$ cat src/rtl/pixie_scan_engine.sv
// Pixie-style display back end: raster timing, frame-buffer fetch, 1-bit serialiser
// and sync/blank/flag outputs, all aligned to a fixed 3-clock pipeline.
module pixie_scan_engine #(
  parameter int unsigned H_TOTAL       = 112,
  parameter int unsigned H_ACTIVE      = 64,
  parameter int unsigned H_SYNC_START  = 80,
  parameter int unsigned H_SYNC_WIDTH  = 12,
  parameter int unsigned PIXEL_REPEAT  = 1,
  parameter int unsigned V_TOTAL       = 262,
  parameter int unsigned V_ACTIVE      = 128,
  parameter int unsigned V_SYNC_START  = 200,
  parameter int unsigned V_SYNC_HEIGHT = 16,
  parameter int unsigned ADDR_W        = 10
) (
  input  logic              clk,
  input  logic              reset_n,
  input  logic [1:0]        res_mode,
  input  logic              display_on,
  output logic              fb_read_en,
  output logic [ADDR_W-1:0] fb_addr,
  input  logic [7:0]        fb_data,
  output logic              video,
  output logic              HSync,
  output logic              VSync,
  output logic              csync,
  output logic              HBlank,
  output logic              VBlank,
  output logic              video_de,
  output logic              efx,
  output logic              frame_start
);

  localparam int unsigned HW        = $clog2(H_TOTAL);
  localparam int unsigned VW        = $clog2(V_TOTAL);
  localparam int unsigned BYTE_CLKS = 8 * PIXEL_REPEAT;
  localparam int unsigned BPL       = H_ACTIVE / BYTE_CLKS;
  localparam int unsigned AW2       = ADDR_W + 2;

  typedef struct packed {
    logic hsync;
    logic vsync;
    logic csync;
    logic hblank;
    logic vblank;
    logic de;
    logic efx;
    logic fstart;
    logic don;
    logic fetch;
    logic tick;
  } align_t;

  logic [HW-1:0]  h_cnt;
  logic [VW-1:0]  v_cnt;
  logic [1:0]     mode_lat;
  logic           don_lat;
  logic           h_last_c;
  logic           v_last_c;
  logic [31:0]    hv_c;
  logic [31:0]    vv_c;
  logic           hact_c;
  logic           vact_c;
  logic [VW-1:0]  row_c;
  logic [AW2-1:0] addr_c;
  align_t         align_c;
  align_t         p1;
  align_t         p2;
  logic [7:0]     shifter;
  logic [7:0]     shifter_c;

  // Raster counters
  always_ff @(posedge clk or negedge reset_n) begin
    if (!reset_n) begin
      h_cnt <= '0;
      v_cnt <= '0;
    end else if (h_last_c) begin
      h_cnt <= '0;
      v_cnt <= v_last_c ? '0 : v_cnt + VW'(1);
    end else begin
      h_cnt <= h_cnt + HW'(1);
    end
  end

  // display_on takes effect per line, resolution mode per frame
  always_ff @(posedge clk or negedge reset_n) begin
    if (!reset_n) begin
      mode_lat <= 2'd0;
      don_lat  <= 1'b0;
    end else begin
      if (h_last_c) don_lat <= display_on;
      if (h_last_c && v_last_c) mode_lat <= (res_mode == 2'd3) ? 2'd1 : res_mode;
    end
  end

  // Position decode for the current counter value
  always_comb begin
    h_last_c = (h_cnt == HW'(H_TOTAL - 1));
    v_last_c = (v_cnt == VW'(V_TOTAL - 1));
    hv_c     = 32'(h_cnt);
    vv_c     = 32'(v_cnt);
    hact_c   = (hv_c < H_ACTIVE);
    vact_c   = (vv_c < V_ACTIVE);
    row_c    = v_cnt >> mode_lat;
    addr_c   = AW2'(row_c) * AW2'(BPL) + AW2'(hv_c / BYTE_CLKS);

    align_c        = '0;
    align_c.hsync  = (hv_c >= H_SYNC_START) && (hv_c < H_SYNC_START + H_SYNC_WIDTH);
    align_c.vsync  = (vv_c >= V_SYNC_START) && (vv_c < V_SYNC_START + V_SYNC_HEIGHT);
    align_c.csync  = align_c.hsync ^ align_c.vsync;
    align_c.hblank = !hact_c;
    align_c.vblank = !vact_c;
    align_c.de     = hact_c && vact_c;
    align_c.efx    = ((vv_c >= V_ACTIVE - 4) && (vv_c < V_ACTIVE)) || (vv_c >= V_TOTAL - 4);
    align_c.fstart = (h_cnt == '0) && (v_cnt == '0);
    align_c.don    = don_lat;
    align_c.fetch  = hact_c && vact_c && don_lat && ((hv_c % BYTE_CLKS) == 0);
    align_c.tick   = ((hv_c % PIXEL_REPEAT) == 0);
  end

  // Byte load takes priority; otherwise shift once per pixel period
  always_comb begin
    shifter_c = shifter;
    if (p2.fetch) shifter_c = fb_data;
    else if (p2.tick) shifter_c = {shifter[6:0], 1'b0};
  end

  // Fetch stage plus the alignment pipeline feeding the registered outputs
  always_ff @(posedge clk or negedge reset_n) begin
    if (!reset_n) begin
      p1          <= '0;
      p2          <= '0;
      fb_read_en  <= 1'b0;
      fb_addr     <= '0;
      shifter     <= 8'd0;
      video       <= 1'b0;
      HSync       <= 1'b0;
      VSync       <= 1'b0;
      csync       <= 1'b0;
      HBlank      <= 1'b0;
      VBlank      <= 1'b0;
      video_de    <= 1'b0;
      efx         <= 1'b0;
      frame_start <= 1'b0;
    end else begin
      p1          <= align_c;
      p2          <= p1;
      fb_read_en  <= align_c.fetch;
      fb_addr     <= ADDR_W'(addr_c);
      shifter     <= shifter_c;
      video       <= shifter_c[7] & p2.de & p2.don;
      HSync       <= p2.hsync;
      VSync       <= p2.vsync;
      csync       <= p2.csync;
      HBlank      <= p2.hblank;
      VBlank      <= p2.vblank;
      video_de    <= p2.de;
      efx         <= p2.efx;
      frame_start <= p2.fstart;
    end
  end

endmodule

$ cat config.mk
export PLATFORM = sky130hd
export DESIGN_NAME = pixie_scan_engine
export DESIGN_NICKNAME = d
export VERILOG_FILES = /design/src/rtl/pixie_scan_engine.sv
export SDC_FILE = /design/constraint.sdc
export NUM_CORES = 1
export LEC_CHECK = 0
export CORE_ASPECT_RATIO = 0.75
export CORE_MARGIN = 2
export CORE_UTILIZATION = 40
export DETAILED_ROUTE_END_ITERATION = 8
export GPL_ROUTABILITY_DRIVEN = 0
export REMOVE_ABC_BUFFERS = 1
export SLEW_MARGIN = 20
export SYNTH_ARGS = -nofsm -noshare
export SYNTH_HDL_FRONTEND = slang
export SYNTH_SLANG_ARGS = --single-unit
$ cat constraint.sdc
create_clock -name clk -period 3.9 [get_ports clk]
set_clock_uncertainty 0.2 [all_clocks]
set_input_delay 0.78 -clock clk [delete_from_list [all_inputs] [get_ports clk]]
set_output_delay 0.78 -clock clk [all_outputs]
set_load 0.005 [all_outputs]
# ---- Word-level counts from Yosys, hierarchy flattened
# Cells that the tools add are included.
dict set report totals {
  regBits 68
  latchBits 0
  ram_bits 0
  romBits 0
  input_bits 13
  word_cells 76
  memories 0
}
dict set report op_classes {
  n_addsub 3
  mul 0
  div_mod_pow 0
  magnitude_cmp 8
  eq_ne 3
  shift 1
  n_mux 5
  bitwise 3
  n_reduce_logical 15
}
# op count
set op_table {}
lappend op_table {{$logic_not 32->1} 1}
lappend op_table {{$lt 9x8->1 const B} 2}
lappend op_table {{$mux 8} 2}
lappend op_table {{$lt 7x7->1 const B} 2}
lappend op_table {{$add 10x4->10} 1}
lappend op_table {{$add 9x1->9 const B} 1}
lappend op_table {{$eq 9x9->1 const B} 1}
lappend op_table {{$ge 9x7->1 const B} 1}
lappend op_table {{$ge 9x8->1 const B} 1}
lappend op_table {{$ge 9x9->1 const B} 1}
lappend op_table {{$logic_not 9->1} 1}
lappend op_table {{$mux 9} 1}
lappend op_table {{$shr 9x2->7} 1}
lappend op_table {{$logic_and 1x1->1} 8}
lappend op_table {{$add 7x1->7 const B} 1}
lappend op_table {{$eq 7x7->1 const B} 1}
lappend op_table {{$ge 7x7->1 const B} 1}
lappend op_table {{$logic_not 7->1} 1}
lappend op_table {{$mux 7} 1}
lappend op_table {{$and 1x1->1} 2}
lappend op_table {{$eq 2x2->1 const B} 1}
lappend op_table {{$logic_not 1->1} 2}
lappend op_table {{$mux 2} 1}
lappend op_table {{$reduce_bool 2->1} 1}
lappend op_table {{other kinds (2)} 2}

# ---- Longest topological paths before layout
# Gate-level depths: netlist of run 1.
dict set report depth {
  depth_word 4
  depth_mapped 8
  ltp_nobuf 7
}

# ---- Worst setup path before layout of run 1
# Ideal clock, no wire load.
dict set report synth_path {
  kind {register to register}
  start {register mode_lat[0]}
  end {register fb_addr[7]}
  setup_time_ns 0.128
  arrival_time_ns 1.811
  required_time_ns 3.572
  slack_ns 1.760
  path_stages_with_launch 8
  path_buffers 1
  cell_sequence {dfrtp_1 clkbuf_1 mux4_2 ha_1 ha_1 nand2_1 nor3_1 xor2_1}
}
dict set report synth_between {
  elab_chain_cells 2
}
# item line_no
set synth_lines {}
lappend synth_lines {{from (decl)} 55} ;# logic [1:0] mode_lat;
lappend synth_lines {{from (signal assigned)} 91} ;# if (h_last_c && v_last_c) mode_lat <= (res_mode == 2'd3) ? 2'd1 : res_mode;
lappend synth_lines {{$shr 9x2->7} 103} ;# row_c = v_cnt >> mode_lat;
lappend synth_lines {{$add 10x4->10} 104} ;# addr_c = AW2'(row_c) * AW2'(BPL) + AW2'(hv_c / BYTE_CLKS);
lappend synth_lines {{named net addr_c[7]} 64} ;# logic [AW2-1:0] addr_c;
lappend synth_lines {{to (signal assigned)} 148} ;# fb_addr <= ADDR_W'(addr_c);
lappend synth_lines {{to (decl)} 20} ;# output logic [ADDR_W-1:0] fb_addr,
# The timed path passes the listed nets, and every way through them passes these cells.
# A chain may end at the register's enable or synchronous reset.

# ---- Worst setup path in the final report of run 1
dict set report layout_path {
  start {register h_cnt[0]}
  end {register v_cnt[4]}
}
dict set report layout_between {
  elab_chain_cells 1
}
# item line_no
set layout_lines {}
lappend layout_lines {{from (decl)} 53} ;# logic [HW-1:0] h_cnt;
lappend layout_lines {{from (signal assigned)} 80} ;# h_cnt <= h_cnt + HW'(1);
lappend layout_lines {{$eq 7x7->1} 97} ;# h_last_c = (h_cnt == HW'(H_TOTAL - 1));
lappend layout_lines {{to (signal assigned)} 78} ;# v_cnt <= v_last_c ? '0 : v_cnt + VW'(1);
lappend layout_lines {{to (decl)} 54} ;# logic [VW-1:0] v_cnt;
# No other way between the ends.

==> Implementation_results.wiki, run 1 <==
{| class="wikitable"
! Metric !! Value
|-
| Largest family of logic cells by synthesized area || simple AND/OR/NAND/NOR gates
|-
| Max-cap viol count || 0
|-
| Signed area change from the synthesized netlist to the final layout || 20.5%
|-
| Overall overflow remaining after global route || 0
|-
| Reg clk slew, reported paths || 0.07 ns
|-
| Vertical die dimension || between 70 and 80 µm
|-
| Clock buffer count from CTS || 9
|-
| Die Area || 0.00759 mm²
|-
| Initial Utilization || about two fifths
|-
| Async set-or-reset flop fraction in the synthesized netlist || 100%
|-
| Portion of synthesized cell area occupied by the leading cell type || roughly three fifths
|-
| Total Wirelength || 4720 µm
|-
| Total number of vias || between 1500 and 2000
|-
| Outcome || finished clean
|-
| Std-Cell Core Area || 0.00673 mm²
|-
| Via count of the first global-routing pass || about 1700
|-
| Number of synthesized flops with an enable pin || 0
|-
| Count of cell types in the netlist || 36
|-
| PwrDens || 408 mW/mm²
|-
| Class of the worst hold path || reg2reg
|-
| Final setup violation count || 0
|-
| Final max-slew violation count || 0
|-
| Wire length of the first global-routing pass || 8390 µm
|-
| Post-synth top flop || sky130_fd_sc_hd__dfrtp_1
|-
| Xor and xnor area share after synthesis || a little over 4%
|-
| Via density per instance || about 4.9
|-
| Endpoint of the lowest-slack register-to-register path || v_cnt[4]
|-
| Peak VDD IR || roughly 0.16 mV
|-
| Signal arrival time at the worst endpoint || 2.23 ns
|-
| Flops & latches, synth || approximately 70
|-
| Fraction of the mapped netlist area in compound gates || under 10%
|-
| Setup repair bufs after CTS || 0
|-
| Antenna viol nets, final || 0
|-
| Routed length per instance || 13.6 µm
|-
| CTS H-tree lvls || 3
|-
| Top cell type by total area after synthesis || sky130_fd_sc_hd__dfrtp_1
|-
| Critical path type || reg2reg
|-
| Arithmetic-cell share of the synthesized area counting full adders, half adders and majority gates || 3.17%
|-
| Number of clock sinks || 68
|-
| Worst setup path end || v_cnt[4]
|-
| Required time reported for the critical path endpoint || approximately 4 ns
|-
| Number of filler cells placed in the layout || 593
|-
| Fin util || 49.4%
|-
| Maximum fanout along the worst path || 9
|-
| Final critical-path share of the clock period || 56.7%
|-
| Dominant cell by count in the synthesized netlist || sky130_fd_sc_hd__dfrtp_1
|-
| Maximum root-to-sink buffer count || 2
|-
| Average cell area after synthesis || 12.2 µm²
|-
| Die Wd || approximately 100 µm
|-
| Yosys warnings || 0
|-
| Kind of start point of the critical path || register
|-
| Share of cells above drive strength 1 || roughly 11%
|-
| P_leak || 1.55 nW
|-
| Count of buffers inserted at the top-level ports || 32
|-
| Detailed-router iteration count before antenna repair || 4
|-
| Post-synthesis instance area || 0.00276 mm²
|-
| Largest net degree at the start of global routing || 44
|-
| Total number of placement rows || 26
|-
| TritonCTS clock tree || done
|-
| Final net count || 278
|-
| All-Layer GR Usage || 14.3%
|-
| R2R setup slack || 1.69 ns
|-
| Share of synthesized area occupied by flip-flops and latches || 61.6%
|-
| Element type at the critical path end || register
|-
| Beginning of the worst hold path || p2[8]
|-
| Multiplexer fraction of the synthesized cell area || around 8%
|-
| RSZ-0062 raised after global routing || false
|-
| Leading post-synthesis cells by cell area || sky130_fd_sc_hd__dfrtp_1 (62%), sky130_fd_sc_hd__mux4_2 (3.3%), sky130_fd_sc_hd__ha_1 (3.2%), sky130_fd_sc_hd__xor2_1 (3.2%), sky130_fd_sc_hd__nand2_1 (3.1%)
|-
| Gates resized, CTS repair || 0
|-
| Relative slew slack || 62.1%
|-
| Crit path time final || approximately 2.2 ns
|-
| Clock tree root driver cell || sky130_fd_sc_hd__clkbuf_8
|-
| Ports placed on the boundary || 33
|-
| ANT cells || 0
|-
| Beginning of the critical path || h_cnt[0]
|-
| Most frequent cells after synthesis || sky130_fd_sc_hd__dfrtp_1 (68), sky130_fd_sc_hd__nand2_1 (23), sky130_fd_sc_hd__o21ai_0 (15), sky130_fd_sc_hd__nor2_1 (13), sky130_fd_sc_hd__xor2_1 (10)
|-
| Worst r2r src || h_cnt[0]
|-
| Fraction of the mapped netlist area in simple logic gates || 14.3%
|-
| Setup TNS || 0 ns
|-
| Number of hold-repair buffers added at the cts stage || 0
|-
| Initial antenna violation count || 0
|-
| Worst Reg-to-Reg Cells || 5
|-
| Post-DP HPWL || 3160 µm
|-
| Top achievable clock speed || 0.452 GHz
|-
| 1st-iter DRT viols || 148
|-
| Worst slew pin tran || 0.563 ns
|-
| Post-Synthesis Cells || between 200 and 250
|-
| Number of hold-slack violations in the final timing report || 0
|-
| Post-route DRC || 0
|-
| Worst skew pair latency || around 0.33 ns
|}
## sequential cells by signal, indices dropped and copies added (netlist names), 2 cells and up
name      cells
mode_lat      2
fb_addr      10
h_cnt         7
p1           11
p2           11
shifter       8
v_cnt         9
## worst min path at each step
stage	to	slack, ns	depth (start not counted)
3_5_place_dp	csync	0.13	0
6_report	csync	0.14	0
4_1_cts	csync	0.14	0
3_3_place_gp	p2[4]	0.13	0
2_1_floorplan	HBlank	0.13	0
5_1_grt	p2[5]	0.15	0
## through the flow
step	setup WS (ns)	area, µm²	std cells	hold slack [ns]	power, mW
after detailed placement	1.69	3130	331	0.135	0.804
final	1.69	3330	347	0.145	1.36
after floorplan	1.79	2700	213	0.131	0.766
after CTS	1.67	3330	347	0.144	1.38
after global placement	1.70	3130	331	0.132	0.803
after global routing	1.55	3330	347	0.153	1.43
## power breakdown
part	internal, mW	leakage [nW]	switching, mW
Clock	0.297	0.0918	0.272
Combinational	0.0295	0.588	0.0261
Sequential	0.721	0.866	0.0114
## kinds of logic (layout without fill, tap and decap cells)
family	after synthesis	count (layout)
flip-flops	68	68
buffers and inverters	21	57
AO/OA/AOI/OAI	25	25
multiplexers	16	16
XOR/XNOR	13	13
other	1	1
adder cells (fa/ha/maj)	7	7
AND/OR/NAND/NOR	76	76
## worst max-delay path, cell delays in order, from the launching register on
cell                      delay (ns)
sky130_fd_sc_hd__dfrtp_1        0.41
sky130_fd_sc_hd__ha_1           0.24
sky130_fd_sc_hd__nand3_1        0.15
sky130_fd_sc_hd__or3_1          0.54
sky130_fd_sc_hd__or3_1          0.42
sky130_fd_sc_hd__xnor2_1        0.13
## area by class of cell
type | instances | area [µm²] | share of cell area [%]
clock inverter | 7 | 75.1 | 2.25
tap | 84 | 105 | 3.16
multi-input combinational | 138 | 967 | 29.0
sequential | 68 | 1700 | 51.1
inverter | 7 | 26.3 | 0.789
timing repair buffer | 34 | 330 | 9.92
clock buffer | 9 | 124 | 3.72
## placed cells by master, fill, tap and decap left out, types with 2 or more instances in the layout
cell type	synthesis	layout
sky130_fd_sc_hd__a211oi_1	2	2
sky130_fd_sc_hd__a21o_1	4	4
sky130_fd_sc_hd__and3_1	5	5
sky130_fd_sc_hd__buf_4	0	2
sky130_fd_sc_hd__clkbuf_8	0	9
sky130_fd_sc_hd__clkdlybuf4s50_1	0	31
sky130_fd_sc_hd__clkinvlp_4	0	3
sky130_fd_sc_hd__dfrtp_1	68	68
sky130_fd_sc_hd__ha_1	7	7
sky130_fd_sc_hd__inv_1	7	7
sky130_fd_sc_hd__mux2_1	2	2
sky130_fd_sc_hd__mux2_2	2	2
sky130_fd_sc_hd__mux2i_1	8	8
sky130_fd_sc_hd__mux4_2	4	4
sky130_fd_sc_hd__nand2_1	23	23
sky130_fd_sc_hd__nand3_1	7	7
sky130_fd_sc_hd__nand4_1	3	3
sky130_fd_sc_hd__nor2_1	13	13
sky130_fd_sc_hd__nor2b_1	2	2
sky130_fd_sc_hd__nor3_1	5	5
sky130_fd_sc_hd__nor3b_1	3	3
sky130_fd_sc_hd__nor4_1	6	6
sky130_fd_sc_hd__o21ai_0	15	15
sky130_fd_sc_hd__or3_1	3	3
sky130_fd_sc_hd__xnor2_1	3	3
sky130_fd_sc_hd__xor2_1	10	10
## routing by layer
metal / global-route usage (%) / up-vias / share of wire [%]
met4: 6.16 / 0 / 1.4
met2: 18.4 / 49 / 42
met5: 0 / - / 0
met1: 21.7 / 798 / 51
met3: 4.95 / 7 / 5.8
li1: - / 843 / -
Note: power is estimated with default switching activity, not from simulation.
==> run 2, diff against run 1 <==
clock period = 2.3 ns   (was 3.9 ns; I/O delays follow)
==> run 2 against run 1 <==
Compared with the run above: non-clock buffer count up 13; largest power group unchanged; via count grew 3.0%; fmax rose by 3.5%; flip-flop and latch count unchanged; die area is the same; combinational power rose by 89%; wire length decreased by 0.74%; clock-buffer cell count unchanged; final cell count grew 3.7%; largest cell class unchanged; cell area grew 3.6%; critical path depth unchanged; register-to-register slack got worse by 1.5 ns; highest routed layer unchanged.
==> Implementation_results.wiki, run 2 (same netlist as run 1, synthesis figures left out) <==
{| class="wikitable"
! Metric !! Value
|-
| Die Wd || 100 µm (unchanged)
|-
| Clock tree root driver cell || sky130_fd_sc_hd__clkbuf_8 (unchanged)
|-
| Final Hold Slack || 0.150 ns (was 0.145 ns)
|-
| Worst setup path end || v_cnt[4] (unchanged)
|-
| Beginning of the critical path || h_cnt[0] (unchanged)
|-
| Count of buffers inserted at the top-level ports || 32 (unchanged)
|-
| Total Wirelength || 4690 µm (was 4720 µm)
|-
| Critical path type || reg2reg (unchanged)
|-
| Share of power burned in the clock network || 42.5% (was 41.9%)
|-
| ANT cells || 0 (unchanged)
|-
| P_leak || 1.63 nW (was 1.55 nW)
|-
| Overall overflow remaining after global route || 0 (unchanged)
|-
| Top achievable clock speed || 0.468 GHz (was 0.452 GHz)
|-
| Ports placed on the boundary || 33 (unchanged)
|-
| TritonCTS clock tree || done (unchanged)
|-
| Worst slew pin tran || 0.558 ns (was 0.563 ns)
|-
| Maximum fanout along the worst path || 9 (unchanged)
|-
| Total number of vias || 1748 (was 1697)
|-
| Power share of the combinational group || 4.5% (was 4.1%)
|-
| Outcome || finished clean (unchanged)
|-
| RSZ-0062 raised after global routing || false (unchanged)
|-
| Cells along the critical path || ha_1 -> nand3_1 -> or3_1 -> or3_1 -> xnor2_1 (unchanged)
|-
| Internal power consumption || 1.80 mW (was 1.05 mW)
|-
| Required time reported for the critical path endpoint || 2.33 ns (was 3.92 ns)
|-
| Endpoint of the lowest-slack register-to-register path || v_cnt[4] (unchanged)
|-
| Most common cell after layout, fill and taps aside || sky130_fd_sc_hd__dfrtp_1 (unchanged)
|-
| Initial Utilization || 41.0% (unchanged)
|-
| Final setup violation count || 0 (unchanged)
|-
| Cell area after layout || 0.00345 mm² (was 0.00333 mm²)
|-
| Signed area change from the synthesized netlist to the final layout || 24.9% (was 20.5%)
|-
| P_sw || 0.541 mW (was 0.310 mW)
|-
| Number of clock sinks || 68 (unchanged)
|-
| Routed length per instance || 13.0 µm (was 13.6 µm)
|-
| Class of the worst hold path || reg2reg (unchanged)
|-
| Worst skew pair latency || 0.34 ns (was 0.33 ns)
|-
| Kind of start point of the critical path || register (unchanged)
|-
| Largest net degree at the start of global routing || 69 (was 44)
|-
| Element type at the critical path end || register (unchanged)
|-
| Leading cell types in the layout, fill and taps excluded || sky130_fd_sc_hd__dfrtp_1 (68), sky130_fd_sc_hd__clkdlybuf4s50_1 (31), sky130_fd_sc_hd__nand2_1 (23), sky130_fd_sc_hd__o21ai_0 (15) (was sky130_fd_sc_hd__dfrtp_1 (68), sky130_fd_sc_hd__clkdlybuf4s50_1 (31), sky130_fd_sc_hd__nand2_1 (23), sky130_fd_sc_hd__o21ai_0 (15), sky130_fd_sc_hd__nor2_1 (13))
|-
| Peak VDD IR || 0.271 mV (was 0.158 mV)
|-
| Maximum root-to-sink buffer count || 2 (unchanged)
|-
| Relative contribution of sequential cells to total power || 53.0% (was 54.0%)
|-
| Slowest cell on the critical path || sky130_fd_sc_hd__or3_1 (unchanged)
|-
| Antenna viol nets, final || 0 (unchanged)
|-
| Max-cap viol count || 0 (unchanged)
|-
| Final net count || 291 (was 278)
|-
| Post-route DRC || 0 (unchanged)
|-
| Switching Share || 23.1% (was 22.8%)
|-
| Area after detailed placement || 0.00323 mm² (was 0.00313 mm²)
|-
| Worst r2r src || h_cnt[0] (unchanged)
|-
| Regs by FF count || p1 (11), p2 (11), fb_addr (10) (unchanged)
|-
| Setup TNS || 0 ns (unchanged)
|-
| Initial antenna violation count || 0 (unchanged)
|-
| Detailed-router iteration count before antenna repair || 4 (unchanged)
|-
| Crit path time final || 2.14 ns (was 2.21 ns)
|-
| Critical Path Max Stage Delay || 0.52 ns (was 0.54 ns)
|-
| Number of hold-slack violations in the final timing report || 0 (unchanged)
|-
| Via count of the first global-routing pass || 1674 (was 1656)
|-
| Clock buffer count from CTS || 9 (unchanged)
|-
| Share of cells above drive strength 1 || 14.9% (was 11.0%)
|-
| Signal arrival time at the worst endpoint || 2.17 ns (was 2.23 ns)
|-
| Wire length of the first global-routing pass || 8340 µm (was 8390 µm)
|-
| Std-Cell Core Area || 0.00673 mm² (unchanged)
|-
| Number of filler cells placed in the layout || 598 (was 593)
|-
| Area taken by flip-flops and latches || 0.00170 mm² (unchanged)
|-
| Die Area || 0.00759 mm² (unchanged)
|-
| Vertical die dimension || 76.0 µm (unchanged)
|-
| Total number of placement rows || 26 (unchanged)
|-
| Worst Reg-to-Reg Cells || 5 (unchanged)
|-
| Most common cell on crit path || sky130_fd_sc_hd__or3_1 (unchanged)
|-
| Via density per instance || 4.86 (was 4.89)
|-
| All-Layer GR Usage || 14.1% (was 14.3%)
|-
| CTS H-tree lvls || 3 (unchanged)
|-
| PwrDens || 678 mW/mm² (was 408 mW/mm²)
|-
| Fin util || 51.2% (was 49.4%)
|-
| Hold depth || 0 (unchanged)
|-
| R2R setup slack || 0.16 ns (was 1.69 ns)
|-
| Setup repair bufs after CTS || 0 (unchanged)
|-
| 1st-iter DRT viols || 77 (was 148)
|-
| Final critical-path share of the clock period || 92.9% (was 56.7%)
|-
| Final max-slew violation count || 0 (unchanged)
|-
| Post-DP HPWL || 3210 µm (was 3160 µm)
|-
| Total Power || 2.34 mW (was 1.36 mW)
|-
| Combined area of the multi-input logic cells || 967 µm² (unchanged)
|-
| Relative slew slack || 62.5% (was 62.1%)
|-
| Reg clk slew, reported paths || 0.08 ns (was 0.07 ns)
|}
-- run 2: cell types whose count changed in the layout (fill, tap and decap cells not counted), sizes merged --
| cell | before | now |
|---|---|---|
| inv | 8 | 10 |
| buf | 3 | 15 |
| dlygate4sd3 | 0 | 1 |
| clkinvlp | 3 | 1 |
-- run 2: how the worst min path moves through the flow --
stage / from / endpoint / slack, ns
floorplan: reset_n / HBlank / -0.04
global placement: p2[7] / HBlank / 0.13
detailed placement: p2[6] / VBlank / 0.13
CTS: p2[8] / csync / 0.15
global route: p1[0] / p2[0] / 0.16
finish: p2[8] / csync / 0.15
-- run 2: what timing repair did --
item                      in CTS  in global routing
gates resized for setup        0                  0
hold buffers                   1                  0
hold endpoints to repair      68                  0
-- run 2: final cells by class --
type	count	area share, %
sequential	68	49.3
clock buffer	9	3.59
inverter	7	0.761
clock inverter	7	2.43
tap	84	3.05
timing repair buffer	47	12.8
multi-input combinational	138	28.0
-- run 2: per-layer routing --
| metal | up-vias | part of all wire, % | GRT usage (%) |
|---|---|---|---|
| met5 | - | 0 | 0 |
| met1 | 832 | 50 | 20.2 |
| met2 | 37 | 44 | 20.0 |
| met3 | 6 | 5.1 | 4.68 |
| li1 | 873 | - | - |
| met4 | 0 | 0.90 | 4.93 |
-- run 2: power by group through the flow --
| stage | Sequential (mW) | Clock [mW] | Combinational, mW |
|---|---|---|---|
| 6_report | 1.24 | 0.995 | 0.105 |
| 5_1_grt | 1.24 | 1.09 | 0.119 |
| 4_1_cts | 1.24 | 1.03 | 0.107 |
| 3_5_place_dp | 1.26 | 0 | 0.106 |
| 3_3_place_gp | 1.26 | 0 | 0.104 |
| 2_1_floorplan | 1.26 | 0 | 0.0346 |
-- run 2: worst max-delay path, delay by kind of cell (launching register included) --
family | cells | cell delay (ns)
AND/OR/NAND/NOR | 3 | 1.08
flip-flops | 1 | 0.40
XOR/XNOR | 1 | 0.13
adder cells (fa/ha/maj) | 1 | 0.22
-- run 2: metrics by stage --
step,setup WS [ns],instances
floorplan,0.195,213
global placement,0.212,343
detailed placement,0.168,343
CTS,0.160,360
global route,0.0105,360
finish,0.163,360
